<file path="config.mk">
export PLATFORM = sky130hd
export DESIGN_NAME = redmule_cfg_target_flat
export DESIGN_NICKNAME = d
export VERILOG_FILES = /design/src/rtl/redmule_pkg.sv /design/src/rtl/hwpe_ctrl_intf_periph.sv /design/src/rtl/redmule_cfg_bank.sv /design/src/rtl/redmule_cfg_target.sv /design/src/flat_wrapper.sv
export SDC_FILE = /design/constraint.sdc
export NUM_CORES = 1
export LEC_CHECK = 0
export BUFFER_PORTS_ARGS = -buffer_cell sky130_fd_sc_hd__buf_2
export CELL_PAD_IN_SITES_DETAIL_PLACEMENT = 1
export CELL_PAD_IN_SITES_GLOBAL_PLACEMENT = 2
export CORE_MARGIN = 4
export CORE_UTILIZATION = 40
export CTS_CLUSTER_DIAMETER = 200
export DETAILED_ROUTE_END_ITERATION = 10
export PLACE_DENSITY = 0.84
export SKIP_CTS_REPAIR_TIMING = 1
export SLEW_MARGIN = 20
export SYNTH_ARGS = -nofsm -noshare
export SYNTH_HDL_FRONTEND = slang
export SYNTH_HIERARCHICAL = 1
export SYNTH_SLANG_ARGS = --single-unit
</file>
<file path="constraint.sdc">
create_clock -name clk_int -period 3.2 [get_ports clk_int]
set_input_delay 0.64 -clock clk_int [delete_from_list [all_inputs] [get_ports clk_int]]
set_output_delay 0.64 -clock clk_int [all_outputs]
set_load 0.02 [all_outputs]
</file>
<file path="src/rtl/redmule_pkg.sv">
// Shared constants and types for the RedMulE configuration-bus target.
package redmule_pkg;

  localparam int unsigned REDMULE_REG_TRIGGER = 'h00;
  localparam int unsigned REDMULE_REG_STATUS  = 'h04;
  localparam int unsigned REDMULE_REG_CLEAR   = 'h08;
  localparam int unsigned REDMULE_CFG_BASE    = 'h40;

  localparam int unsigned REDMULE_STATUS_BUSY    = 0;
  localparam int unsigned REDMULE_STATUS_PENDING = 1;
  localparam int unsigned REDMULE_STATUS_DONE    = 2;
  localparam int unsigned REDMULE_STATUS_ERR     = 3;
  localparam int unsigned REDMULE_STATUS_CNT_LSB = 8;
  localparam int unsigned REDMULE_JOB_CNT_W      = 8;

  typedef enum logic {
    IDLE = 1'b0,
    RUN  = 1'b1
  } redmule_cfg_target_state_e;

endpackage

</file>
<file path="src/rtl/hwpe_ctrl_intf_periph.sv">
// Peripheral request/response bus between the decoder master and a register target.
interface hwpe_ctrl_intf_periph #(
  parameter int unsigned AddrWidth = 32,
  parameter int unsigned DataWidth = 32,
  parameter int unsigned IdWidth   = 8
);
  logic                   req;
  logic [AddrWidth-1:0]   add;
  logic                   wen;
  logic [DataWidth/8-1:0] be;
  logic [DataWidth-1:0]   data;
  logic [IdWidth-1:0]     id;
  logic                   gnt;
  logic [DataWidth-1:0]   r_data;
  logic                   r_valid;
  logic [IdWidth-1:0]     r_id;

  modport master (output req, add, wen, be, data, id, input gnt, r_data, r_valid, r_id);
  modport slave  (input req, add, wen, be, data, id, output gnt, r_data, r_valid, r_id);
endinterface

</file>
<file path="src/rtl/redmule_cfg_bank.sv">
// Job register bank: byte-enable write port, per-register valid mask, bulk load.
module redmule_cfg_bank #(
  parameter int unsigned NumRegs   = 6,
  parameter int unsigned DataWidth = 32,
  parameter int unsigned IdxW      = (NumRegs > 1) ? $clog2(NumRegs) : 1
) (
  input  logic                           clk_int,
  input  logic                           rst_ni,
  input  logic                           clear_i,
  input  logic                           wr_en,
  input  logic [IdxW-1:0]                wr_idx,
  input  logic [DataWidth/8-1:0]         wr_be,
  input  logic [DataWidth-1:0]           wr_data,
  input  logic                           load_en,
  input  logic [NumRegs*DataWidth-1:0]   load_data,
  input  logic                           clr_mask,
  output logic [NumRegs*DataWidth-1:0]   regs_o,
  output logic [NumRegs-1:0]             valid_o
);

  localparam int unsigned BeW = DataWidth / 8;

  logic [NumRegs-1:0][DataWidth-1:0] regs_q;
  logic [NumRegs-1:0]                valid_q;

  // A bulk load marks every register as holding valid data.
  always_ff @(posedge clk_int or negedge rst_ni) begin
    if (!rst_ni) begin
      regs_q  <= '0;
      valid_q <= '0;
    end else if (clear_i) begin
      regs_q  <= '0;
      valid_q <= '0;
    end else begin
      if (clr_mask)     valid_q <= '0;
      else if (load_en) valid_q <= '1;
      if (load_en) begin
        regs_q <= load_data;
      end else if (wr_en) begin
        valid_q[wr_idx] <= 1'b1;
        for (int unsigned b = 0; b < BeW; b++) begin
          if (wr_be[b]) regs_q[wr_idx][8*b +: 8] <= wr_data[8*b +: 8];
        end
      end
    end
  end

  assign regs_o  = regs_q;
  assign valid_o = valid_q;

endmodule

</file>
<file path="src/rtl/redmule_cfg_target.sv">
// RedMulE configuration-bus responder: stages job registers, commits on trigger,
// queues one pending job behind the running one and reports status.
module redmule_cfg_target
  import redmule_pkg::*;
#(
  parameter int unsigned DataWidth  = 32,
  parameter int unsigned AddrWidth  = 32,
  parameter int unsigned IdWidth    = 8,
  parameter int unsigned NumCfgRegs = 6,
  parameter int unsigned CfgBase    = REDMULE_CFG_BASE
) (
  input  logic                            clk_int,
  input  logic                            rst_ni,
  input  logic                            clear_i,
  hwpe_ctrl_intf_periph.slave             periph,
  output logic                            cfg_complete_o,
  output logic                            start_o,
  output logic [NumCfgRegs*DataWidth-1:0] job_cfg_o,
  output logic                            busy_o,
  input  logic                            done_i,
  output logic                            evt_o
);

  localparam int unsigned IdxW    = (NumCfgRegs > 1) ? $clog2(NumCfgRegs) : 1;
  localparam int unsigned CfgSpan = 4 * NumCfgRegs;

  redmule_cfg_target_state_e state_q;

  logic [NumCfgRegs-1:0][DataWidth-1:0] shadow_regs, pend_regs, job_cfg_q;
  logic [NumCfgRegs-1:0]                shadow_valid, pend_valid;
  logic                                 start_q, evt_q, done_sticky_q, err_sticky_q;
  logic [REDMULE_JOB_CNT_W-1:0]         job_cnt_q;
  logic                                 r_valid_q;
  logic [IdWidth-1:0]                   r_id_q;
  logic [DataWidth-1:0]                 r_data_q;

  logic                 run_c, pending_c, complete_c, wr_c;
  logic                 trig_hit_c, stat_hit_c, clr_hit_c, cfg_hit_c, unmapped_c;
  logic                 trig_wr_c, clr_wr_c, cfg_wr_c;
  logic                 commit_c, take_pend_c, trig_err_c, promote_c, chain_c;
  logic                 pend_load_c, shadow_clr_c;
  logic [AddrWidth-1:0] cfg_off_c;
  logic [IdxW-1:0]      cfg_idx_c;
  logic [DataWidth-1:0] status_c, rdata_c;

  // Address decode and job hand-off decisions for the current cycle.
  always_comb begin
    run_c        = (state_q == RUN);
    pending_c    = &pend_valid;
    complete_c   = &shadow_valid;
    wr_c         = periph.req & ~periph.wen;
    trig_hit_c   = (periph.add == AddrWidth'(REDMULE_REG_TRIGGER));
    stat_hit_c   = (periph.add == AddrWidth'(REDMULE_REG_STATUS));
    clr_hit_c    = (periph.add == AddrWidth'(REDMULE_REG_CLEAR));
    cfg_off_c    = periph.add - AddrWidth'(CfgBase);
    cfg_hit_c    = (periph.add >= AddrWidth'(CfgBase)) && (cfg_off_c < AddrWidth'(CfgSpan))
                   && (periph.add[1:0] == 2'b00);
    cfg_idx_c    = cfg_off_c[IdxW+1:2];
    unmapped_c   = periph.req && !(trig_hit_c || stat_hit_c || clr_hit_c || cfg_hit_c);
    trig_wr_c    = wr_c && trig_hit_c;
    clr_wr_c     = wr_c && clr_hit_c;
    cfg_wr_c     = wr_c && cfg_hit_c;
    commit_c     = !run_c && trig_wr_c && complete_c;
    take_pend_c  = run_c && trig_wr_c && complete_c && !pending_c;
    trig_err_c   = trig_wr_c && !commit_c && !take_pend_c;
    promote_c    = run_c && done_i && pending_c;
    chain_c      = run_c && done_i && !pending_c && take_pend_c;
    pend_load_c  = take_pend_c && !done_i;
    shadow_clr_c = commit_c || take_pend_c;

    status_c = '0;
    status_c[REDMULE_STATUS_BUSY]    = run_c;
    status_c[REDMULE_STATUS_PENDING] = pending_c;
    status_c[REDMULE_STATUS_DONE]    = done_sticky_q;
    status_c[REDMULE_STATUS_ERR]     = err_sticky_q;
    status_c[REDMULE_STATUS_CNT_LSB +: REDMULE_JOB_CNT_W] = job_cnt_q;

    rdata_c = '0;
    if (periph.req && periph.wen) begin
      if (stat_hit_c)     rdata_c = status_c;
      else if (cfg_hit_c) rdata_c = shadow_regs[cfg_idx_c];
    end
  end

  redmule_cfg_bank #(
    .NumRegs   (NumCfgRegs),
    .DataWidth (DataWidth),
    .IdxW      (IdxW)
  ) i_shadow (
    .clk_int   (clk_int),
    .rst_ni    (rst_ni),
    .clear_i   (clear_i),
    .wr_en     (cfg_wr_c),
    .wr_idx    (cfg_idx_c),
    .wr_be     (periph.be),
    .wr_data   (periph.data),
    .load_en   (1'b0),
    .load_data ('0),
    .clr_mask  (shadow_clr_c),
    .regs_o    (shadow_regs),
    .valid_o   (shadow_valid)
  );

  // Pending buffer: its all-ones valid mask doubles as the pending flag.
  redmule_cfg_bank #(
    .NumRegs   (NumCfgRegs),
    .DataWidth (DataWidth),
    .IdxW      (IdxW)
  ) i_pending (
    .clk_int   (clk_int),
    .rst_ni    (rst_ni),
    .clear_i   (clear_i),
    .wr_en     (1'b0),
    .wr_idx    ('0),
    .wr_be     ('0),
    .wr_data   ('0),
    .load_en   (pend_load_c),
    .load_data (shadow_regs),
    .clr_mask  (promote_c),
    .regs_o    (pend_regs),
    .valid_o   (pend_valid)
  );

  // Job FSM, sticky status, bus response.
  always_ff @(posedge clk_int or negedge rst_ni) begin
    if (!rst_ni) begin
      state_q       <= IDLE;
      job_cfg_q     <= '0;
      start_q       <= 1'b0;
      evt_q         <= 1'b0;
      done_sticky_q <= 1'b0;
      err_sticky_q  <= 1'b0;
      job_cnt_q     <= '0;
      r_valid_q     <= 1'b0;
      r_id_q        <= '0;
      r_data_q      <= '0;
    end else if (clear_i) begin
      state_q       <= IDLE;
      job_cfg_q     <= '0;
      start_q       <= 1'b0;
      evt_q         <= 1'b0;
      done_sticky_q <= 1'b0;
      err_sticky_q  <= 1'b0;
      job_cnt_q     <= '0;
      r_valid_q     <= 1'b0;
      r_id_q        <= '0;
      r_data_q      <= '0;
    end else begin
      r_valid_q <= periph.req;
      r_data_q  <= rdata_c;
      if (periph.req) r_id_q <= periph.id;
      start_q <= 1'b0;
      evt_q   <= 1'b0;
      if (clr_wr_c) begin
        done_sticky_q <= 1'b0;
        err_sticky_q  <= 1'b0;
      end
      if (unmapped_c || trig_err_c) err_sticky_q <= 1'b1;
      if (run_c && done_i) begin
        done_sticky_q <= 1'b1;
        job_cnt_q     <= job_cnt_q + REDMULE_JOB_CNT_W'(1);
        evt_q         <= 1'b1;
      end
      unique case (state_q)
        IDLE: begin
          if (commit_c) begin
            job_cfg_q <= shadow_regs;
            start_q   <= 1'b1;
            state_q   <= RUN;
          end
        end
        RUN: begin
          if (promote_c) begin
            job_cfg_q <= pend_regs;
            start_q   <= 1'b1;
          end else if (chain_c) begin
            job_cfg_q <= shadow_regs;
            start_q   <= 1'b1;
          end else if (done_i) begin
            state_q <= IDLE;
          end
        end
        default: state_q <= IDLE;
      endcase
    end
  end

  assign periph.gnt     = periph.req;
  assign periph.r_valid = r_valid_q;
  assign periph.r_id    = r_id_q;
  assign periph.r_data  = r_data_q;
  assign cfg_complete_o = complete_c;
  assign start_o        = start_q;
  assign job_cfg_o      = job_cfg_q;
  assign busy_o         = run_c;
  assign evt_o          = evt_q;

endmodule

</file>
<file path="src/flat_wrapper.sv">
// flat-port wrapper written by rule: the top's interface ports become plain ports
module redmule_cfg_target_flat import redmule_pkg::*;
#(
  parameter int unsigned DataWidth  = 32,
  parameter int unsigned AddrWidth  = 32,
  parameter int unsigned IdWidth    = 8,
  parameter int unsigned NumCfgRegs = 6,
  parameter int unsigned CfgBase    = REDMULE_CFG_BASE
)
  (clk_int, rst_ni, clear_i, cfg_complete_o, start_o, job_cfg_o, busy_o, done_i, evt_o, periph_req, periph_add, periph_wen, periph_be, periph_data, periph_id, periph_gnt, periph_r_data, periph_r_valid, periph_r_id);
  hwpe_ctrl_intf_periph #(.AddrWidth(AddrWidth), .DataWidth(DataWidth), .IdWidth(IdWidth)) periph_i ();
  input  logic clk_int;
  input  logic rst_ni;
  input  logic clear_i;
  output logic cfg_complete_o;
  output logic start_o;
  output logic [NumCfgRegs*DataWidth-1:0] job_cfg_o;
  output logic busy_o;
  input  logic done_i;
  output logic evt_o;
  input wire logic [$bits(periph_i.req)-1:0] periph_req;
  input wire logic [$bits(periph_i.add)-1:0] periph_add;
  input wire logic [$bits(periph_i.wen)-1:0] periph_wen;
  input wire logic [$bits(periph_i.be)-1:0] periph_be;
  input wire logic [$bits(periph_i.data)-1:0] periph_data;
  input wire logic [$bits(periph_i.id)-1:0] periph_id;
  output wire logic [$bits(periph_i.gnt)-1:0] periph_gnt;
  output wire logic [$bits(periph_i.r_data)-1:0] periph_r_data;
  output wire logic [$bits(periph_i.r_valid)-1:0] periph_r_valid;
  output wire logic [$bits(periph_i.r_id)-1:0] periph_r_id;
  assign periph_i.req = periph_req;
  assign periph_i.add = periph_add;
  assign periph_i.wen = periph_wen;
  assign periph_i.be = periph_be;
  assign periph_i.data = periph_data;
  assign periph_i.id = periph_id;
  assign periph_gnt = periph_i.gnt;
  assign periph_r_data = periph_i.r_data;
  assign periph_r_valid = periph_i.r_valid;
  assign periph_r_id = periph_i.r_id;
  redmule_cfg_target #(.DataWidth(DataWidth), .AddrWidth(AddrWidth), .IdWidth(IdWidth), .NumCfgRegs(NumCfgRegs), .CfgBase(CfgBase)) u_core (.clk_int(clk_int), .rst_ni(rst_ni), .clear_i(clear_i), .periph(periph_i), .cfg_complete_o(cfg_complete_o), .start_o(start_o), .job_cfg_o(job_cfg_o), .busy_o(busy_o), .done_i(done_i), .evt_o(evt_o));
endmodule
</file>
# == Word-level counts from Yosys, hierarchy flattened ==
# Index checks and enable logic that the tools add are counted.
# W data, S select, Z words.
# totals
inputBits,82
elab_cells,154
reg_bits,642
# classes
bitwise,4
add_sub_neg,2
n_reduce_logical,43
eq_ne,4
muxes,68
n_lt_le_gt_ge,4
# op_table
op,n
$mux W192,18
$bwmux W192,4
$demux W32 S3,4
$pmux W192 S2,1
$mux W32,6
$bmux W32 S3,1
$mux W6,7
$mux W8,5
$eq A32 B3 Y1 const B,1
$eq A32 B4 Y1 const B,1
$ge A32 B7 Y1 const B,1
$logic_not A32 Y1,1
$lt A32 B5 Y1 const B,1
$sub A32 B7 Y32 const B,1
$mux W24,1
$logic_and A1 B1 Y1,20
$mux W1,17
$mux W16,1
$reduce_and A6 Y1,2
$reduce_bool A3 Y1,3
$add A8 B1 Y8 const B,1
$reduce_bool A2 Y1,4
$logic_not A1 Y1,6
$or A6 B6 Y6,1
other kinds (11),17

# == Longest topological paths before layout ==
# Gate-level depths: netlist of run 1.
# depth
word_depth,21
mapped_depth,12

# == Hierarchy ==
# The synthesis of run 1 kept the hierarchy.
# modules_own_cells
module,n_inst,cells_each,area_per_inst_um2
redmule_cfg_bank,2,743,10093.4
redmule_cfg_target,1,1640,14431.3

# == Worst setup path before layout of run 1 ==
# No wires, ideal clock.
# synth_path
path_kind,input to register
start,input port periph_add[5]
end,"register u_core.i_pending.regs_q, in the netlist u_core/i_pending/regs_o[100]"
path_stages,9
required_ns,3.075
n_path_buf,2
slack_ns,-0.421
setup_ns,0.125
arrival_ns,3.496
path_cell_list,or4_4 > or3_4 > or4b_4 > nor3_2 > buf_6 > buf_2 > a211oi_1 > a21oi_2 > mux2_2
# synth_via
elab_chain_len,7
# synth_lines
item,line,source
"start, declared",flat_wrapper.sv:22,input wire logic [$bits(periph_i.add)-1:0] periph_add;
$logic_not A32 Y1,redmule_cfg_target.sv:52,trig_hit_c = (periph.add == AddrWidth'(REDMULE_REG_TRIGGER));
$logic_and A1 B1 Y1,redmule_cfg_target.sv:60,trig_wr_c = wr_c && trig_hit_c;
$logic_and A1 B1 Y1 (3 in series),redmule_cfg_target.sv:64,take_pend_c = run_c && trig_wr_c && complete_c && !pending_c;
$logic_and A1 B1 Y1,redmule_cfg_target.sv:68,pend_load_c = take_pend_c && !done_i;
net u_core.pend_load_c,redmule_cfg_target.sv:41,"logic pend_load_c, shadow_clr_c;"
$reduce_bool A2 Y1 (no line),n/a,
"end signal, assigned",redmule_cfg_bank.sv:38,regs_q <= load_data;
"end signal, assigned by index",redmule_cfg_bank.sv:42,if (wr_be[b]) regs_q[wr_idx][8*b +: 8] <= wr_data[8*b +: 8];
"end, declared",redmule_cfg_bank.sv:23,logic [NumRegs-1:0][DataWidth-1:0] regs_q;
# The timed path passes the listed nets, and every way through them passes these cells.
# A chain may end at the register's enable or synchronous reset.

# == Worst setup path in the final report of run 1 ==
# layout_path
start,input port periph_add[5]
end,"register u_core.i_pending.regs_q, in the netlist u_core/i_pending/regs_o[176]"
# The elaborated chain is that of the path after synthesis.

==> results of run 1 <==
## per-layer routing
metal  part of all wire  global-route usage
met1               0.46               0.414
met3              0.067              0.0447
met5                  0                   0
met4              0.024              0.0758
met2               0.45               0.432
## kinds of logic after synthesis
logic type / Yosys count / share of synthesized area
multiplexers: 457 / 0.158
XOR/XNOR: 8 / 0.00202
buffers and inverters: 311 / 0.0391
other: 1 / 0.000108
flip-flops: 642 / 0.464
AO/OA/AOI/OAI: 712 / 0.167
AND/OR/NAND/NOR: 994 / 0.169
adder cells (fa/ha/maj): 1 / 0.000361
## worst register-to-register path: cells and delay by family, from the launching register on
family | cells | cell delay, ps
AO/OA/AOI/OAI | 1 | 350
AND/OR/NAND/NOR | 5 | 1440
buffers and inverters | 1 | 160
flip-flops | 1 | 370
multiplexers | 1 | 380
## power groups by stage
stage          Sequential, mW  Clock [mW]  Combinational, mW
2_1_floorplan            8.60           0               1.16
3_3_place_gp             8.74           0               1.88
3_5_place_dp             8.75           0               1.91
4_1_cts                  8.60        8.74               1.92
5_1_grt                  8.63        9.09               2.20
6_report                 8.62        8.56               2.05
## worst paths after layout
| kind | to | from | cells past startpoint | slack, ps |
|---|---|---|---|---|
| setup reg to reg | u_core/i_pending/regs_o[176] | u_core/i_shadow/valid_o[0] | 8 | 390 |
| setup / recovery | u_core/i_pending/regs_o[176] | periph_add[5] | 9 | 280 |
| min in group asynchronous | u_core/job_cfg_o[186] | rst_ni | 2 | 520 |
| max in group asynchronous | u_core/job_cfg_o[106] | rst_ni | 3 | 1730 |
| hold reg to reg | u_core/i_pending/regs_o[143] | u_core/i_pending/regs_o[143] | 1 | 500 |
| hold / removal | u_core/periph.r_id[2] | periph_id[2] | 3 | 260 |
## through the flow
step           utilization  total power, mW  setup slack (ps)  std cells  setup TNS [ps]
2_1_floorplan            -             9.77              -195       3437          -26800
3_3_place_gp         0.462             10.6              -340       4728          -66610
3_5_place_dp         0.462             10.7              -362       4728          -86840
4_1_cts              0.490             19.3               305       4860               0
5_1_grt              0.490             19.9               211       4864               0
6_report             0.490             19.2               283       4865               0
## final cells by class
type / instances / area (µm²)
timing repair buffer: 455 / 3440
clock buffer: 118 / 2240
antenna: 4 / 10.0
inverter: 4 / 20.0
clock inverter: 14 / 154
sequential: 642 / 16100
tap: 1144 / 1430
fill: 9359 / 43600
multi-input combinational: 2484 / 18600
## cells in the mapped netlist, types with 7 or more instances
library cell and number:
or4_1 7, or3_1 192, nand4_1 7, nand4b_1 193
a21oi_1 28, buf_1 26, mux2i_1 20, a31oi_2 12
clkbuf_1 196, o21ai_0 14, o21ai_1 180, a211oi_1 8
a22oi_1 20, mux2_1 8, buf_6 11, a32o_1 96
o2bb2ai_1 298, a21oi_2 16, nand2_1 24, mux4_2 32
a31oi_4 20, dfrtp_1 642, mux2_2 397, buf_2 69
nand3b_1 50, nor2b_1 10, o21bai_1 12, nor2_1 442
## sequential cells by signal, indices dropped and copies added (netlist names), 6 cells and up
signal	cells
u_core/i_pending/regs_o	192
u_core/i_shadow/regs_o	192
u_core/job_cfg_o	192
u_core/periph.r_data	32
u_core/job_cnt_q	8
u_core/periph.r_id	8
u_core/i_pending/valid_o	6
u_core/i_shadow/valid_o	6
==> flow_metrics.env, run 1 <==
export IMPL_outcome="finished with violations"
export IMPL_violations="slew limit"
export IMPL_synth_top_area_share=0.464
export IMPL_async_flop_share=1.00
export IMPL_synth_main_ff_cell="dfrtp_1"
export IMPL_grt_max_degree=193
export IMPL_cp_top_family="simple AND/OR/NAND/NOR gates"
export IMPL_finalCritPeriodShare=0.912
export IMPL_clk_path_buf_depth=3
export IMPL_fmax_ghz=0.343
export IMPL_vdd_drop_max_v=0.000341
export IMPL_htree_levels=3
export IMPL_viasPerCell=5.90
export IMPL_worst_slew_pin_slew_ps=14950
export IMPL_drive_gt1_frac=0.289
export IMPL_crit_chain="buf_2 -> or4_4 -> or3_4 -> or4b_4 -> nor3_4 -> buf_12 -> nor2_2 -> a21oi_4 -> mux2_2"
export IMPL_power_switching_mw=5.11
export IMPL_die_area_um2=91300
export IMPL_cp_required_ps=3700
export IMPL_setup_viol=0
export IMPL_ys_seq_area_frac=0.464
export IMPL_vias=28700
export IMPL_place_area_um2=39500
export IMPL_std_cell_rows=107
export IMPL_dieWidth_um=302
export IMPL_cp_start_kind="input pin"
export IMPL_final_setup_skew_ps=19.7
export IMPL_syn_inst=3126
export IMPL_wl_per_cell_um=26.8
export IMPL_final_cell_mix="dfrtp_1, nor2_1, mux2_2"
export IMPL_fin_nets=3745
export IMPL_worst_ep_arrival_time_ps=3420
export IMPL_seqPwrFrac=0.448
export IMPL_min_delay_path_class="input pin to flop"
export IMPL_maxCapViolCount=0
export IMPL_die_height_um=302
export IMPL_finalInstanceArea_um2=41900
export IMPL_grt_pass1_wl_um=195000
export IMPL_path_max_fanout=9
export IMPL_grtUsageTotal=0.281
export IMPL_intPower_mw=14.1
export IMPL_finalHoldViolCount=0
export IMPL_dr_pass1_iters=5
export IMPL_hpwlAfterDp_um=89500
export IMPL_power_density_nw_per_um2=459
export IMPL_hold_slack_ps=263
export IMPL_synth_area_leaders="dfrtp_1, mux2_2, o2bb2ai_1"
export IMPL_final_common_cell="dfrtp_1"
export IMPL_cts_root_buf="clkbuf_16"
export IMPL_portBuffers=319
export IMPL_drt_iter0_drc=2311
export IMPL_synth_edf_count=0
export IMPL_clock_latency_ps=630
export IMPL_path_buf_inv=2
export IMPL_initial_utilization=0.405
export IMPL_p_leak_nw=18.9
export IMPL_power_frac_comb=0.107
export IMPL_syn_area_per_cell_um2=11.1
export IMPL_crit_type="input pin to flop"
export IMPL_ys_ff_latch=642
export IMPL_ant_nets=0
export IMPL_min_period_ps=2920
export IMPL_pin_count=320
export IMPL_synth_top_area_cell="dfrtp_1"
export IMPL_drt_wl_total_um=130000
export IMPL_ys_types=69
export IMPL_grt_pass1_vias=29700
export IMPL_drc_errors=0
export IMPL_critPathCaptureType="flop"
export IMPL_cts_clk_slew_worst_paths_ps=60
export IMPL_switching_share=0.266
export IMPL_cts_tree="done"
export IMPL_max_stage_delay_ps=530
export IMPL_cts_buffers_inserted=75
export IMPL_rsz0062_at_grt="no"
export IMPL_slew_viol_final=261
export IMPL_syn_area_um2=34600
export IMPL_cts_sink_count=642
export IMPL_gp_congestion=0.868
export IMPL_p_clk_frac=0.445
export IMPL_core_region_area_um2=85500
export IMPL_relSlewSlack=-8.97
export IMPL_antenna_found_initial=4
export IMPL_yosysWarningCount=6
export IMPL_syn_to_final_growth_pct=21.1
export IMPL_overflow=0
export IMPL_cp_slowest_cell="or4_4"
(Power assumes the default switching activity.)
==> run 2: changes to the inputs <==
--- a/config.mk
+++ b/config.mk
@@ -12,9 +12,9 @@
 export CORE_UTILIZATION = 40
 export CTS_CLUSTER_DIAMETER = 200
 export DETAILED_ROUTE_END_ITERATION = 10
+export GPL_TIMING_DRIVEN = 0
 export PLACE_DENSITY = 0.84
 export SKIP_CTS_REPAIR_TIMING = 1
-export SLEW_MARGIN = 20
 export SYNTH_ARGS = -nofsm -noshare
 export SYNTH_HDL_FRONTEND = slang
 export SYNTH_HIERARCHICAL = 1
==> run 2 against run 1 <==
Net effect:
- via count increased by 3.8%
- the flow finishes with violations (setup timing)
- critical endpoint is now u_core/i_pending/regs_o[186]
- non-clock buffer count up 198
- routed wire length grew 13%
- critical path type unchanged
- die area stayed put
- sequential power barely moved
- first-iteration DRC count rose by 12%
- sequential share of layout area decreased by 0.50 points
- clock skew up 5.4 ps
- largest cell class unchanged
==> flow_metrics.env, run 2 (synthesized netlist as in run 1, its figures left out) <==
export IMPL_power_density_nw_per_um2=466
export IMPL_switching_share=0.271
export IMPL_dr_pass1_iters=5
export IMPL_grtUsageTotal=0.315
export IMPL_outcome="finished with violations"
export IMPL_violations="setup timing"
export IMPL_core_region_area_um2=85500
export IMPL_finalCritPeriodShare=1.02
export IMPL_min_period_ps=3260
export IMPL_grt_pass1_vias=30800
export IMPL_drive_gt1_frac=0.279
export IMPL_clk_path_buf_depth=3
export IMPL_worst_ep_arrival_time_ps=3820
export IMPL_place_area_um2=39200
export IMPL_htree_levels=3
export IMPL_setup_ws_ps=-55.7
export IMPL_cp_start_kind="input pin"
export IMPL_cts_tree="done"
export IMPL_maxCapViolCount=0
export IMPL_wl_per_cell_um=28.9
export IMPL_dieWidth_um=302
export IMPL_cp_required_ps=3770
export IMPL_final_common_cell="dfrtp_1"
export IMPL_die_area_um2=91300
export IMPL_crit_type="input pin to flop"
export IMPL_grt_max_degree=114
export IMPL_antenna_found_initial=9
export IMPL_pin_count=320
export IMPL_initial_utilization=0.405
export IMPL_clock_latency_ps=650
export IMPL_total_power_mw=19.8
export IMPL_syn_to_final_growth_pct=22.7
export IMPL_drt_iter0_drc=2577
export IMPL_min_delay_path_class="input pin to flop"
export IMPL_finalInstanceArea_um2=42500
export IMPL_fin_nets=3945
export IMPL_path_max_fanout=10
export IMPL_cts_buffers_inserted=77
export IMPL_setup_viol=11
export IMPL_vdd_drop_max_v=0.000326
export IMPL_worst_slew_pin_slew_ps=1150
export IMPL_drc_errors=0
export IMPL_rsz0062_at_grt="yes"
export IMPL_relSlewSlack=0.230
export IMPL_hpwlAfterDp_um=111000
export IMPL_power_frac_comb=0.105
export IMPL_cts_clk_slew_worst_paths_ps=60
export IMPL_seqPwrFrac=0.436
export IMPL_intPower_mw=14.4
export IMPL_finalHoldViolCount=0
export IMPL_p_leak_nw=19.1
export IMPL_drt_wl_total_um=147000
export IMPL_cts_root_buf="clkbuf_16"
export IMPL_power_switching_mw=5.37
export IMPL_gp_congestion=0.914
export IMPL_critPathCaptureType="flop"
export IMPL_overflow=0
export IMPL_p_clk_frac=0.459
export IMPL_ant_nets=0
export IMPL_final_setup_skew_ps=25.1
export IMPL_viasPerCell=5.87
export IMPL_slew_viol_final=0
export IMPL_cts_sink_count=642
export IMPL_final_cell_mix="dfrtp_1, nor2_1, buf_2"
export IMPL_die_height_um=302
export IMPL_std_cell_rows=107
export IMPL_vias=29800
export IMPL_portBuffers=318
export IMPL_fmax_ghz=0.307
export IMPL_grt_pass1_wl_um=212000
[run 2: cell count changes in the layout (fill, tap and decap cells not counted), moves of 6 or more]
cell | previous run | this run
buf_6 | 0 | 23
buf_4 | 72 | 12
buf_16 | 0 | 6
buf_1 | 0 | 26
buf_12 | 64 | 19
clkbuf_1 | 25 | 187
clkbuf_8 | 16 | 24
buf_2 | 316 | 382
[run 2: final timing paths]
path	startpoint	to	slack [ps]	depth (start not counted)
max	periph_add[5]	u_core/i_pending/regs_o[186]	-60	14
min reg2reg	u_core/i_pending/regs_o[10]	u_core/i_pending/regs_o[10]	510	1
max reg2reg	u_core/i_shadow/valid_o[2]	u_core/i_pending/regs_o[186]	120	13
max in group asynchronous	rst_ni	u_core/job_cfg_o[14]	850	5
min in group asynchronous	rst_ni	u_core/i_pending/regs_o[161]	470	2
min	periph_id[4]	u_core/periph.r_id[4]	250	3
[run 2: stage by stage]
step / hold WS, ps / util / std cells / setup slack (ps) / setup TNS [ps]
after floorplan: 344 / - / 3437 / -195 / -26800
after global placement: 480 / 0.456 / 4899 / -12900 / -8812340
after detailed placement: 494 / 0.458 / 4905 / -1600 / -561530
after CTS: -155 / 0.489 / 5048 / -943 / -187910
after global routing: 247 / 0.497 / 5073 / -65.7 / -624
final: 253 / 0.497 / 5076 / -55.7 / -315
[run 2: critical path: stages]
cell and delay, ps:
buf_6 90, or4_4 530, or3_4 400, or4b_4 610
nor3_4 200, buf_6 160, buf_12 120, nor2b_4 150
buf_12 140, clkbuf_16 210, buf_12 120, buf_12 130
a32o_1 140, mux2_2 150
[run 2: layout make-up]
class	count	area [µm²]
multi-input combinational	2484	18600
clock inverter	24	278
clock buffer	119	2350
fill	9434	43100
buffer	304	1550
timing repair buffer	349	2190
antenna	6	15.0
inverter	4	15.0
tap	1144	1430
sequential	642	16100
[run 2: power by group through the flow]
| stage | Combinational (mW) | Clock [mW] | Sequential [mW] |
|---|---|---|---|
| after floorplan | 1.16 | 0 | 8.60 |
| after global placement | 1.82 | 0 | 8.75 |
| after detailed placement | 1.87 | 0 | 8.76 |
| after CTS | 1.89 | 9.25 | 8.61 |
| after global routing | 2.21 | 9.62 | 8.64 |
| final | 2.08 | 9.08 | 8.63 |
[run 2: routing by layer]
layer,global-route usage,part of all wire,vias up
li1,-,-,13000
met1,0.421,0.42,15500
met2,0.510,0.47,1083
met3,0.0561,0.077,232
met4,0.124,0.040,0
met5,0,0,-
==> run 3: changes to the inputs <==
==> constraint.sdc (replaced) <==
create_clock -name clk_int -period 3.2 [get_ports clk_int]
set_input_delay 0.96 -clock clk_int [delete_from_list [all_inputs] [get_ports clk_int]]
set_output_delay 0.96 -clock clk_int [all_outputs]
set_load 0.02 [all_outputs]
==> run 3 against run 2 <==
Net effect:
- the flow still finishes with violations (setup timing)
- routed wire length increased by 5.2%
- fmax decreased by 7.5%
- core utilization increased by 2.1 points
- worst hold slack improved by 28 ps
- sequential power about the same
- clock-buffer cell count increased by 1
- cell area increased by 4.2%
- critical endpoint is now u_core/i_pending/regs_o[116]
==> flow_metrics.env, run 3 (synthesized netlist as in run 1, its figures left out) <==
export IMPL_outcome="finished with violations"
export IMPL_violations="setup timing"
export IMPL_multi_input_area_um2=19600
export IMPL_final_setup_skew_ps=25.4
export IMPL_finalCritPeriodShare=1.10
export IMPL_drc_errors=0
export IMPL_drt_iter0_drc=2442
export IMPL_slew_viol_final=0
export IMPL_p_leak_nw=19.9
export IMPL_hpwlAfterDp_um=113000
export IMPL_core_region_area_um2=85500
export IMPL_min_delay_path_class="input pin to async pin"
export IMPL_relSlewSlack=0.193
export IMPL_portBuffers=318
export IMPL_final_common_cell="dfrtp_1"
export IMPL_reg2reg_depth=8
export IMPL_clock_latency_ps=650
export IMPL_cp_slowest_cell="or4b_4"
export IMPL_pin_count=320
export IMPL_cp_required_ps=3790
export IMPL_maxCapViolCount=0
export IMPL_worst_ep_arrival_time_ps=4110
export IMPL_viasPerCell=6.03
export IMPL_power_density_nw_per_um2=456
export IMPL_setup_viol=277
export IMPL_crit_type="input pin to flop"
export IMPL_fin_tns_setup_ps=-41690
export IMPL_finalHoldViolCount=0
export IMPL_cts_buffers_inserted=78
export IMPL_grt_pass1_vias=30900
export IMPL_htree_levels=3
export IMPL_grtUsageTotal=0.320
export IMPL_critPathCaptureType="flop"
export IMPL_fin_nets=3985
export IMPL_dpl_cell_count=4905
export IMPL_path_max_fanout=9
export IMPL_regToRegStartpoint="u_core/busy_o"
export IMPL_setup_ws_ps=-319
export IMPL_syn_to_final_growth_pct=27.9
export IMPL_clk_path_buf_depth=3
export IMPL_dr_pass1_iters=7
export IMPL_timing_reg2reg_setup_slack_ps=50
export IMPL_fmax_ghz=0.284
export IMPL_switching_share=0.272
export IMPL_cts_root_buf="clkbuf_16"
export IMPL_regArea_um2=16100
export IMPL_worst_slew_pin_slew_ps=1210
export IMPL_p_clk_frac=0.462
export IMPL_num_fill_cells=9319
export IMPL_cts_clk_slew_worst_paths_ps=60
export IMPL_wl_per_cell_um=30.2
export IMPL_grt_max_degree=105
export IMPL_r2r_end="u_core/job_cfg_o[184]"
export IMPL_stdcell_count=5114
export IMPL_std_cell_rows=107
export IMPL_dieWidth_um=302
export IMPL_cts_sink_count=642
export IMPL_final_cell_mix="dfrtp_1, nor2_1, buf_2"
export IMPL_path_buf_inv=6
export IMPL_drive_gt1_frac=0.310
export IMPL_overflow=0
export IMPL_cp_top_family="simple AND/OR/NAND/NOR gates"
export IMPL_antenna_found_initial=7
export IMPL_total_power_mw=20.2
export IMPL_die_area_um2=91300
export IMPL_utilization=0.518
export IMPL_power_frac_comb=0.109
export IMPL_power_switching_mw=5.48
export IMPL_cts_tree="done"
export IMPL_vdd_drop_max_v=0.000381
export IMPL_seqPwrFrac=0.429
export IMPL_ant_nets=0
export IMPL_min_period_ps=3520
export IMPL_cp_start_kind="input pin"
export IMPL_gp_congestion=0.906
export IMPL_die_height_um=302
export IMPL_drt_wl_total_um=155000
export IMPL_vias=30900
export IMPL_rsz0062_at_grt="yes"
export IMPL_grt_pass1_wl_um=215000
export IMPL_max_stage_delay_ps=600
export IMPL_crit_chain="buf_6 -> or4_4 -> or3_4 -> or4b_4 -> nor3_4 -> buf_12 -> nor2b_4 -> buf_6 -> buf_12 -> buf_4 -> clkbuf_16 -> o2bb2ai_2 -> mux2_4"
export IMPL_intPower_mw=14.7
export IMPL_initial_utilization=0.405
-- run 3: changes by cell type in the layout (fill, tap and decap cells not counted), moves of 6 or more --
cell	change
a31oi_2	-6
a31oi_4	+6
buf_12	+19
clkbuf_16	+17
clkbuf_8	-10
mux2_2	-58
mux2_4	+59
o2bb2ai_1	-84
o2bb2ai_2	+82
-- run 3: layout make-up --
type	instances	area share
multi-input cells	2484	0.442
flip-flops and latches	642	0.363
repair buffers	389	0.0654
clock buffers	120	0.0522
plain buffers	303	0.0377
well taps	1144	0.0323
clock inverters	24	0.00732
inverters	4	0.000339
diodes	4	0.000226
-- run 3: worst max-delay path by stage --
stage                        from                           end  slack (ps)  cells after the start
floorplan           periph_add[5]  u_core/i_pending/regs_o[100]        -520                      8
global placement           rst_ni           u_core/job_cnt_q[3]      -13310                      1
detailed placement  periph_add[3]   u_core/i_pending/regs_o[11]       -1780                     13
CTS                 periph_add[3]   u_core/i_pending/regs_o[11]       -1150                     13
global route        periph_add[5]  u_core/i_pending/regs_o[117]        -350                     13
finish              periph_add[5]  u_core/i_pending/regs_o[116]        -320                     13
-- run 3: worst reg2reg max path, cell delays in order, from the launching register on --
cell	delay, ps
dfrtp_1	520
and2_1	430
nand3_2	340
inv_2	250
buf_2	350
buf_2	400
nor2_1	70
or3_1	490
o21ai_1	200
-- run 3: per-layer routing --
metal / part of all wire / up-vias / global-route usage
met2: 0.46 / 1385 / 0.511
met4: 0.043 / 4 / 0.113
li1: - / 13100 / -
met3: 0.083 / 320 / 0.0706
met1: 0.42 / 16000 / 0.431
met5: 0.00022 / - / 0
-- run 3: power by group through the flow --
stage | Combinational, mW | Sequential (mW) | Clock (mW)
5_1_grt | 2.32 | 8.66 | 9.82
3_5_place_dp | 1.90 | 8.76 | 0
3_3_place_gp | 1.84 | 8.76 | 0
4_1_cts | 1.91 | 8.62 | 9.46
6_report | 2.21 | 8.66 | 9.32
2_1_floorplan | 1.17 | 8.60 | 0
-- run 3: metrics by stage --
stage	worst slack, ps	instance area [µm²]	hold slack [ps]
2_1_floorplan	-515	36000	450
3_3_place_gp	-13310	39100	478
3_5_place_dp	-1780	39200	494
4_1_cts	-1150	41900	310
5_1_grt	-348	44300	338
6_report	-319	44300	281
